File: src/rtl/traffic_phase_ctrl.sv
// traffic_phase_ctrl: N-approach round-robin signal controller with demand latching,
// min/extension/max green, timed yellow, all-red clearance and flash maintenance mode.
module traffic_phase_ctrl #(
    parameter int N_DIR       = 2,
    parameter int GREEN_MIN   = 4,
    parameter int GREEN_MAX   = 10,
    parameter int YELLOW_TIME = 3,
    parameter int ALLRED_TIME = 1,
    parameter int CNT_W       = 8
) (
    input  logic                       clock,
    input  logic                       reset_n,
    input  logic                       tick,
    input  logic [N_DIR-1:0]           car,
    input  logic                       flash,
    output logic [N_DIR-1:0]           green,
    output logic [N_DIR-1:0]           yellow,
    output logic [N_DIR-1:0]           red,
    output logic [$clog2(N_DIR)-1:0]   active_dir
);
    localparam int AW = $clog2(N_DIR);
    localparam logic [CNT_W-1:0] GMIN = CNT_W'(GREEN_MIN);
    localparam logic [CNT_W-1:0] GMAX = CNT_W'(GREEN_MAX);
    localparam logic [CNT_W-1:0] YEND = CNT_W'(YELLOW_TIME - 1);
    localparam logic [CNT_W-1:0] AEND = CNT_W'(ALLRED_TIME - 1);

    typedef enum logic [1:0] {GREEN, YELLOW, ALLRED, FLASH} state_t;

    state_t            r_state;
    logic [AW-1:0]     r_active;
    logic [AW-1:0]     r_next;
    logic [CNT_W-1:0]  r_timer;
    logic [N_DIR-1:0]  r_demand;
    logic              r_blink;

    state_t            w_state;
    logic [N_DIR-1:0]  w_act_mask;
    logic [N_DIR-1:0]  w_set;
    logic [N_DIR-1:0]  w_clr;
    logic              w_other;
    logic              w_green_done;
    logic [AW-1:0]     w_hi;
    logic [AW-1:0]     w_lo;
    logic              w_hi_v;
    logic [AW-1:0]     w_pick;

    assign w_act_mask   = N_DIR'(1) << r_active;
    assign w_other      = |(r_demand & ~w_act_mask);
    assign w_green_done = (r_timer >= GMIN) && w_other && (!car[r_active] || r_timer >= GMAX);

    assign w_state = flash ? FLASH :
                     r_state == GREEN  ? (w_green_done ? YELLOW : GREEN) :
                     r_state == YELLOW ? ((tick && r_timer == YEND) ? ALLRED : YELLOW) :
                     r_state == ALLRED ? ((tick && r_timer == AEND) ? GREEN : ALLRED) :
                     ALLRED;

    // Round-robin search: lowest demanded index above the active one, else lowest below it.
    always_comb begin
        w_hi   = r_active;
        w_lo   = r_active;
        w_hi_v = 1'b0;
        for (int i = N_DIR - 1; i >= 0; i--) begin
            if (r_demand[i] && AW'(i) > r_active) begin
                w_hi   = AW'(i);
                w_hi_v = 1'b1;
            end
            if (r_demand[i] && AW'(i) < r_active) w_lo = AW'(i);
        end
    end
    assign w_pick = w_hi_v ? w_hi : w_lo;

    assign w_set = car & ~((r_state == GREEN) ? w_act_mask : '0);
    assign w_clr = (r_state == ALLRED && w_state == GREEN) ? (N_DIR'(1) << r_next) : '0;

    always_ff @(posedge clock or negedge reset_n) begin
        if (!reset_n) begin
            r_state  <= GREEN;
            r_active <= '0;
            r_next   <= '0;
            r_timer  <= '0;
            r_demand <= '0;
            r_blink  <= 1'b0;
        end else begin
            r_state  <= w_state;
            r_timer  <= (w_state != r_state) ? '0 : r_timer + CNT_W'(tick && !(&r_timer));
            r_demand <= (r_demand | w_set) & ~w_clr;
            r_blink  <= r_blink ^ (r_state == FLASH && tick);
            r_next   <= (r_state == GREEN && w_state == YELLOW) ? w_pick :
                        (r_state == FLASH && w_state == ALLRED) ? r_active : r_next;
            r_active <= (r_state == ALLRED && w_state == GREEN) ? r_next : r_active;
        end
    end

    assign green      = (r_state == GREEN) ? w_act_mask : '0;
    assign yellow     = (r_state == YELLOW) ? w_act_mask : '0;
    assign red        = (r_state == FLASH) ? {N_DIR{r_blink}} :
                        (r_state == ALLRED) ? '1 : ~w_act_mask;
    assign active_dir = r_active;
endmodule

File: config.mk
export PLATFORM = sky130hd
export DESIGN_NAME = traffic_phase_ctrl
export DESIGN_NICKNAME = d
export VERILOG_FILES = /design/src/rtl/traffic_phase_ctrl.sv
export SDC_FILE = /design/constraint.sdc
export NUM_CORES = 1
export LEC_CHECK = 0
export CAP_MARGIN = 20
export CORE_ASPECT_RATIO = 0.5
export CORE_UTILIZATION = 35
export CTS_BUF_LIST = sky130_fd_sc_hd__clkbuf_8 sky130_fd_sc_hd__clkbuf_16
export DETAILED_ROUTE_END_ITERATION = 10
export DONT_BUFFER_PORTS = 1
export GPL_ROUTABILITY_DRIVEN = 0
export RECOVER_POWER = 100
export REMOVE_ABC_BUFFERS = 1
export SKIP_CTS_REPAIR_TIMING = 1
export SLEW_MARGIN = 20
export SYNTH_ARGS = -nofsm -noshare
export SYNTH_HDL_FRONTEND = slang
export SYNTH_SLANG_ARGS = --single-unit
File: constraint.sdc
create_clock -name clock -period 3.2 [get_ports clock]
set_input_delay 0.64 -clock clock [delete_from_list [all_inputs] [get_ports clock]]
set_output_delay 0.64 -clock clock [all_outputs]
set_load 0.01 [all_outputs]
==> flow_metrics.tcl, run 1 <==
set metrics [dict create \
    crit_fanout 9 \
    postSynthAreaPerCell_um2 9.60 \
    relSlewSlack 0.379 \
    final_antenna_net_count 0 \
    seq_area_um2 375 \
    postLayoutSetupSlackWorst_ns 0.905 \
    hold_violations 0 \
    fmax_mhz 436 \
    start_util 0.397 \
    finalCritPeriodShare 0.717 \
    cpPeakStageDelay_ns 0.64 \
    power_mw 0.525 \
    num_rows 12 \
    grt_max_degree 16 \
    firstDrtPassIters 4 \
    r2r_cells 4 \
    drv_cap 0 \
    tightest_slew_ns 0.925 \
    reg2reg_to "active_dir" \
    syn_inst 98 \
    worst_hold_slack_ns 0.0871 \
    overflow 0 \
    ys_warn_count 0 \
    cts_tree "built" \
    grt_pass1_wl_mm 3.16 \
    rrSetupSlack_ns 0.91 \
    hpwlAfterDp_mm 1.35 \
    antenna_found_initial 0 \
    synth-edff-count 0 \
    io_buffers 0 \
    drcViolationCount 0 \
    ys_types 40 \
    path_clk_slew_ns 0.06 \
    crit_chain "or4_1, nor4_4, and2b_1, mux2_1" \
    skew_ns 0.00147 \
    cts_buffers 3 \
    clk_latency_ns 0.24 \
    clockRootBuffer "clkbuf_8" \
    drtIter0Drc 48 \
    gr-usage-all-layers 0.153 \
    diodes 0 \
    critPathRequiredTime_ns 3.33 \
    vias_per_cell 5.55 \
    nets 104 \
    fillerInstances 251 \
    finalSetupViolCount 0 \
    wirelength_mm 1.84 \
    hold_path.class "in2async" \
    critPathKind "reg2reg" \
    fp.dieH_um 38.7 \
    multiInputGateArea_um2 512 \
    htreeDepth 1 \
    core-area_um2 2370 \
    clock_path_buffers 2 \
    grt_pass1_vias 668 \
    ys_ff_latch 15 \
    area_delta_synth_final_pct 4.92 \
    dieArea_um2 2910 \
    vias 722 \
    syn_area_um2 941 \
    cts_sinks 15 \
    final_cell_mix "dfrtp_1, nand3_1, nor4_1, nor2_1, a21oi_1" \
    reg2reg_from "r_timer[6]" \
    cp-end-kind "register" \
    status "finished, final reports clean" \
    synth-seq-area-share 0.399 \
    io_pins 13 \
    routedWlPerCell_um 14.2 \
    fin_util 0.416 \
    instances_no_fill 130 \
    final_layout_size_suffix_gt1_frac 0.0842 \
    design_area_um2 987 \
    synth_flop_cell "dfrtp_1" \
    crit_path_start_kind "register" \
    min_period_ns 2.29 \
    fp.dieW_um 75.3 \
    cp_slowest_cell "or4_1" \
    place_ws_ns 0.920 \
    power.leakage_nw 0.390 \
    synthArstFlopShare 1.00 \
    finalMaxSlewViolations 0 \
    placed_cells 126 \
    p_per_area_nw_per_um2 532 \
    mostFrequentLayoutCell "dfrtp_1" \
    setup_tns_ns 0 \
    rsz0062_at_grt "false" \
    arrival_ns 2.42 \
    ir_drop_mv 0.177 \
    dpl_cell_area_um2 957 \
]
## where the power goes
group	switching [mW]	total, mW	internal [mW]
Clock	0.0614	0.146	0.0847
Combinational	0.0646	0.117	0.0524
Sequential	0.0448	0.262	0.217
Total	0.171	0.525	0.354
## critical path: cells and delay by family (launching register included)
kind / cells / cell delay (ns)
AND/OR/NAND/NOR: 3 / 1.43
flip-flops: 1 / 0.42
multiplexers: 1 / 0.33
## cells by family (layout without fill, tap and decap cells)
family	Yosys count	in the layout	share of synthesized area
AND/OR/NAND/NOR	47	47	0.331
buffers and inverters	10	7	0.0412
flip-flops	15	15	0.399
multiplexers	3	3	0.0346
AO/OA/AOI/OAI	14	14	0.102
XOR/XNOR	7	7	0.0652
adder cells (fa/ha/maj)	2	2	0.0266
## Yosys cell counts, types with 3 or more instances
cell type / number / share of area
a21oi_1: 6 / 0.032
clkbuf_1: 5 / 0.020
dfrtp_1: 15 / 0.40
inv_1: 3 / 0.012
nand2_1: 3 / 0.012
nand3_1: 8 / 0.043
nor2_1: 6 / 0.024
nor3b_1: 3 / 0.024
nor4_1: 7 / 0.047
nor4b_1: 3 / 0.028
xnor2_1: 3 / 0.028
xor2_1: 4 / 0.037
## worst max path at each step
stage | start | endpoint | slack (ns) | depth (start not counted)
after floorplan | tick | active_dir | 1.06 | 4
after global placement | tick | active_dir | 0.96 | 4
after detailed placement | tick | active_dir | 0.92 | 4
after CTS | r_timer[7] | active_dir | 0.98 | 4
after global routing | active_dir | r_timer[2] | 0.67 | 4
final | r_timer[6] | active_dir | 0.91 | 4
## state kept, by name, indices dropped and copies added, names as in the netlist
| name | cells |
|---|---|
| r_state | 2 |
| r_next | 1 |
| active_dir | 1 |
| r_blink | 1 |
| r_demand | 2 |
| r_timer | 8 |
## metal layers
| metal | wire, µm | track usage |
|---|---|---|
| met5 | 0 | 0 |
| met4 | 0 | 0.0278 |
| met3 | 88 | 0.0625 |
| met2 | 777 | 0.254 |
| met1 | 978 | 0.190 |
## area by class of cell
cell class / instances / area share
clock inverter: 1 / 0.00380
inverter: 3 / 0.0114
tap: 35 / 0.0444
sequential: 15 / 0.380
clock buffer: 3 / 0.0418
multi-input combinational: 73 / 0.518
Power figures use the tool's default switching activity.
==> run 2: changes to the inputs <==
clock period = 2 ns   (was 3.2 ns; I/O delays follow)
==> run 2 against run 1 <==
Effect of this change:
- critical path depth unchanged
- critical path type unchanged
- sequential power up 48%
- largest power group unchanged
- worst setup slack worse by 0.82 ns
==> flow_metrics.tcl, run 2 (synthesized netlist as in run 1, its figures left out) <==
set metrics [dict create \
    power.leakage_nw 0.458 \
    cts_buffers 3 \
    clock_path_buffers 2 \
    start_util 0.397 \
    cp-end-kind "register" \
    min_period_ns 1.92 \
    hpwlAfterDp_mm 1.55 \
    finalCritPeriodShare 0.958 \
    io_buffers 0 \
    final_cell_mix "dfrtp_1, buf_4, nand3_1, nor4_1" \
    finalSetupViolCount 0 \
    seq_area_um2 375 \
    routedWlPerCell_um 15.4 \
    drv_cap 0 \
    core-area_um2 2370 \
    drcViolationCount 0 \
    critPathRequiredTime_ns 2.14 \
    p_per_area_nw_per_um2 827 \
    hold_violations 0 \
    largest_register_ffs 8 \
    arrival_ns 2.05 \
    drt-met1-wl_mm 1.11 \
    diodes 0 \
    firstDrtPassIters 4 \
    route.met2.wl_um 984 \
    gr-usage-all-layers 0.174 \
    htreeDepth 1 \
    io_pins 13 \
    grt_pass1_wl_mm 3.61 \
    cts_tree "built" \
    fp.dieW_um 75.3 \
    top_register "r_timer" \
    fp.dieH_um 38.7 \
    critPathKind "reg2reg" \
    crit_path_start_kind "register" \
    setup_tns_ns 0 \
    finalMaxSlewViolations 0 \
    antenna_found_initial 0 \
    grt_pass1_vias 775 \
    fmax_mhz 522 \
    wirelength_mm 2.20 \
    rrSetupSlack_ns 0.08 \
    relSlewSlack 0.536 \
    route.met3.wl_um 89 \
    highest_layer "met4" \
    hold_path.class "in2reg" \
    skew_ns 0.00327 \
    multiInputGateArea_um2 541 \
    path_clk_slew_ns 0.06 \
    ir_drop_mv 0.337 \
    status "finished, final reports clean" \
    fillerInstances 249 \
    vias_per_cell 5.60 \
    clk_latency_ns 0.25 \
    clockRootBuffer "clkbuf_8" \
    mostFrequentLayoutCell "dfrtp_1" \
    drtIter0Drc 35 \
    nets 117 \
    num_rows 12 \
    overflow 0 \
    dieArea_um2 2910 \
    reg_top3 "r_timer: 8 flops, r_demand: 2 flops, r_state: 2 flops" \
    tightest_slew_ns 0.694 \
    vias 801 \
    worst_hold_slack_ns 0.271 \
    final_antenna_net_count 0 \
    crit_fanout 9 \
    area_delta_synth_final_pct 18.2 \
    final_layout_size_suffix_gt1_frac 0.213 \
    rsz0062_at_grt "false" \
    cts_sinks 15 \
    grt_max_degree 16 \
]
## run 2: area by class of cell
type	count	share of cell area
Sequential cell	15	0.337
Clock inverter	1	0.00337
Tap cell	35	0.0394
Multi-Input combinational cell	73	0.486
Inverter	3	0.0101
Clock buffer	3	0.0371
Timing Repair Buffer	13	0.0866
## run 2: path summary, 6_finish.rpt
path	startpoint	to	depth (start not counted)
worst max register to register	r_timer[7]	r_state[0]	4
worst max-delay path	r_timer[7]	r_state[0]	4
max in group asynchronous	reset_n	r_timer[0]	1
min in group asynchronous	reset_n	r_timer[7]	1
worst min register to register	r_blink	r_blink	1
worst min-delay path	flash	r_state[1]	1
## run 2: metal layers
metal  global-route usage  vias to the layer above
li1                     -                      386
met1                0.230                      398
met2                0.279                       15
met3               0.0547                        2
met4               0.0417                        0
met5                    0                        -
## run 2: stage by stage
stage | cells | total power [mW] | setup slack, ns | cell area (µm²) | util
2_1_floorplan | 91 | 0.568 | -0.0500 | 913 | -
3_3_place_gp | 138 | 0.657 | 0.117 | 1050 | 0.441
3_5_place_dp | 138 | 0.659 | 0.115 | 1050 | 0.441
4_1_cts | 142 | 0.912 | 0.0937 | 1090 | 0.460
5_1_grt | 143 | 0.968 | 0.0134 | 1110 | 0.469
6_report | 143 | 0.920 | 0.0845 | 1110 | 0.469
## run 2: worst max-delay path: stages (launching register included)
cell and delay, ns:
dfrtp_1 0.37, or4_4 0.59, a211oi_2 0.31, nor3_2 0.18
a311o_1 0.35
## run 2: where the power goes
part / switching, mW / internal [mW]
clock: 0.114 / 0.136
combinational: 0.161 / 0.122
sequential: 0.0401 / 0.347
total: 0.315 / 0.605
==> run 3: changes to the inputs <==
CORE_MARGIN = 2   (was unset)
clock period = 1.95 ns   (was 2 ns; I/O delays follow)
==> run 3 against run 2 <==
Effect of this change:
- maximum frequency up 1.2%
- sequential power rose by 3%
- die area is 8.0% higher
==> flow_metrics.tcl, run 3 (synthesized netlist as in run 1, its figures left out) <==
set metrics [dict create \
    status "finished, final reports clean" \
    final_layout_size_suffix_gt1_frac 0.261 \
    cts_tree "built" \
    hold_violations 0 \
    finalSetupViolCount 0 \
    vias_per_cell 5.62 \
    arrival_ns 2.03 \
    cts_sinks 15 \
    top_register "r_timer" \
    grt_pass1_vias 765 \
    clk_latency_ns 0.25 \
    mostFrequentLayoutCell "dfrtp_1" \
    hold_path.class "in2reg" \
    power.leakage_nw 0.476 \
    ir_drop_mv 0.240 \
    core-area_um2 2570 \
    vias 832 \
    overflow 0 \
    critPathRequiredTime_ns 2.08 \
    nets 120 \
    setup_tns_ns 0 \
    r2r_cells 4 \
    fp.dieW_um 77.3 \
    finalMaxSlewViolations 0 \
    clockRootBuffer "clkbuf_8" \
    routedWlPerCell_um 15.2 \
    num_rows 13 \
    grt_pass1_wl_mm 3.45 \
    grt_max_degree 16 \
    dieArea_um2 3140 \
    cp-end-kind "register" \
    final_cell_mix "dfrtp_1, buf_4, nand3_1" \
    multiInputGateArea_um2 564 \
    p_per_area_nw_per_um2 820 \
    start_util 0.366 \
    swShare 0.343 \
    power_mw 0.950 \
    tightest_slew_ns 0.712 \
    drcViolationCount 0 \
    critPathKind "reg2reg" \
    seq_area_um2 377 \
    seqPwrFrac 0.421 \
    intPower_mw 0.625 \
    skew_ns 0.00105 \
    io_buffers 0 \
    path_clk_slew_ns 0.06 \
    fmax_mhz 528 \
    area_delta_synth_final_pct 23.1 \
    finalCritPeriodShare 0.971 \
    cts_buffers 3 \
    fp.dieH_um 40.7 \
    crit_path_start_kind "register" \
    relSlewSlack 0.524 \
    gr-usage-all-layers 0.150 \
    clock_path_buffers 2 \
    io_pins 13 \
    antenna_found_initial 0 \
    largest_register_ffs 8 \
    htreeDepth 1 \
    final_antenna_net_count 0 \
    diodes 0 \
    power.switching_mw 0.326 \
    min_period_ns 1.89 \
    crit_fanout 9 \
    power_frac_comb 0.317 \
    drv_cap 0 \
    firstDrtPassIters 4 \
    hold_depth 1 \
    hpwlAfterDp_mm 1.58 \
    wirelength_mm 2.25 \
    drtIter0Drc 52 \
    reg_top3 "r_timer: 8 flops, r_demand: 2 flops, r_state: 2 flops" \
    clockPowerShare 0.261 \
    fillerInstances 255 \
]
==> run 3: final timing paths <==
check                      startpoint         end  slack (ns)
min                             flash  r_state[0]        0.26
max                        r_timer[6]  r_state[0]        0.06
max reg2reg                r_timer[6]  r_state[0]        0.06
min in group asynchronous     reset_n  r_timer[5]        0.63
min reg2reg                   r_blink     r_blink        0.48
max in group asynchronous     reset_n  r_timer[1]        0.82
==> run 3: area by class of cell <==
cell class | instances | share of cell area
Clock buffer | 3 | 0.0356
Clock inverter | 1 | 0.00324
Inverter | 3 | 0.00972
Multi-Input combinational cell | 73 | 0.487
Sequential cell | 15 | 0.325
Tap cell | 37 | 0.0400
Timing Repair Buffer | 16 | 0.0994
==> run 3: routing by layer <==
layer  vias to the layer above  routed length (µm)  global-route usage
li1                        394                   -                   -
met1                       407                 980               0.171
met2                        26                1130               0.283
met3                         5                  98              0.0374
met4                         0                  40              0.0804
met5                         -                   0                   0
==> run 3: critical path, cell delays in order (launching register included) <==
cell and delay (ns):
dfrtp_1 0.37, or4_4 0.60, a211oi_4 0.33, nor3_4 0.13, a311o_1 0.34
==> run 3: per-stage QoR <==
stage,hold WS [ns],utilization,setup slack [ns],cells,instance area [µm²]
finish,0.259,0.451,0.0563,148,1160
global route,0.250,0.451,-0.0143,148,1160
CTS,-0.173,0.429,0.0496,145,1100
detailed placement,0.0951,0.411,0.0553,141,1060
global placement,0.0950,0.411,0.111,141,1060
floorplan,0.0944,-,-0.100,91,913
==> run 3: power by group through the flow <==
stage | Combinational, mW | Clock, mW | Sequential [mW]
final | 0.302 | 0.248 | 0.400
after global routing | 0.331 | 0.270 | 0.411
after CTS | 0.274 | 0.252 | 0.400
after detailed placement | 0.272 | 0 | 0.406
after global placement | 0.271 | 0 | 0.405
after floorplan | 0.168 | 0 | 0.415
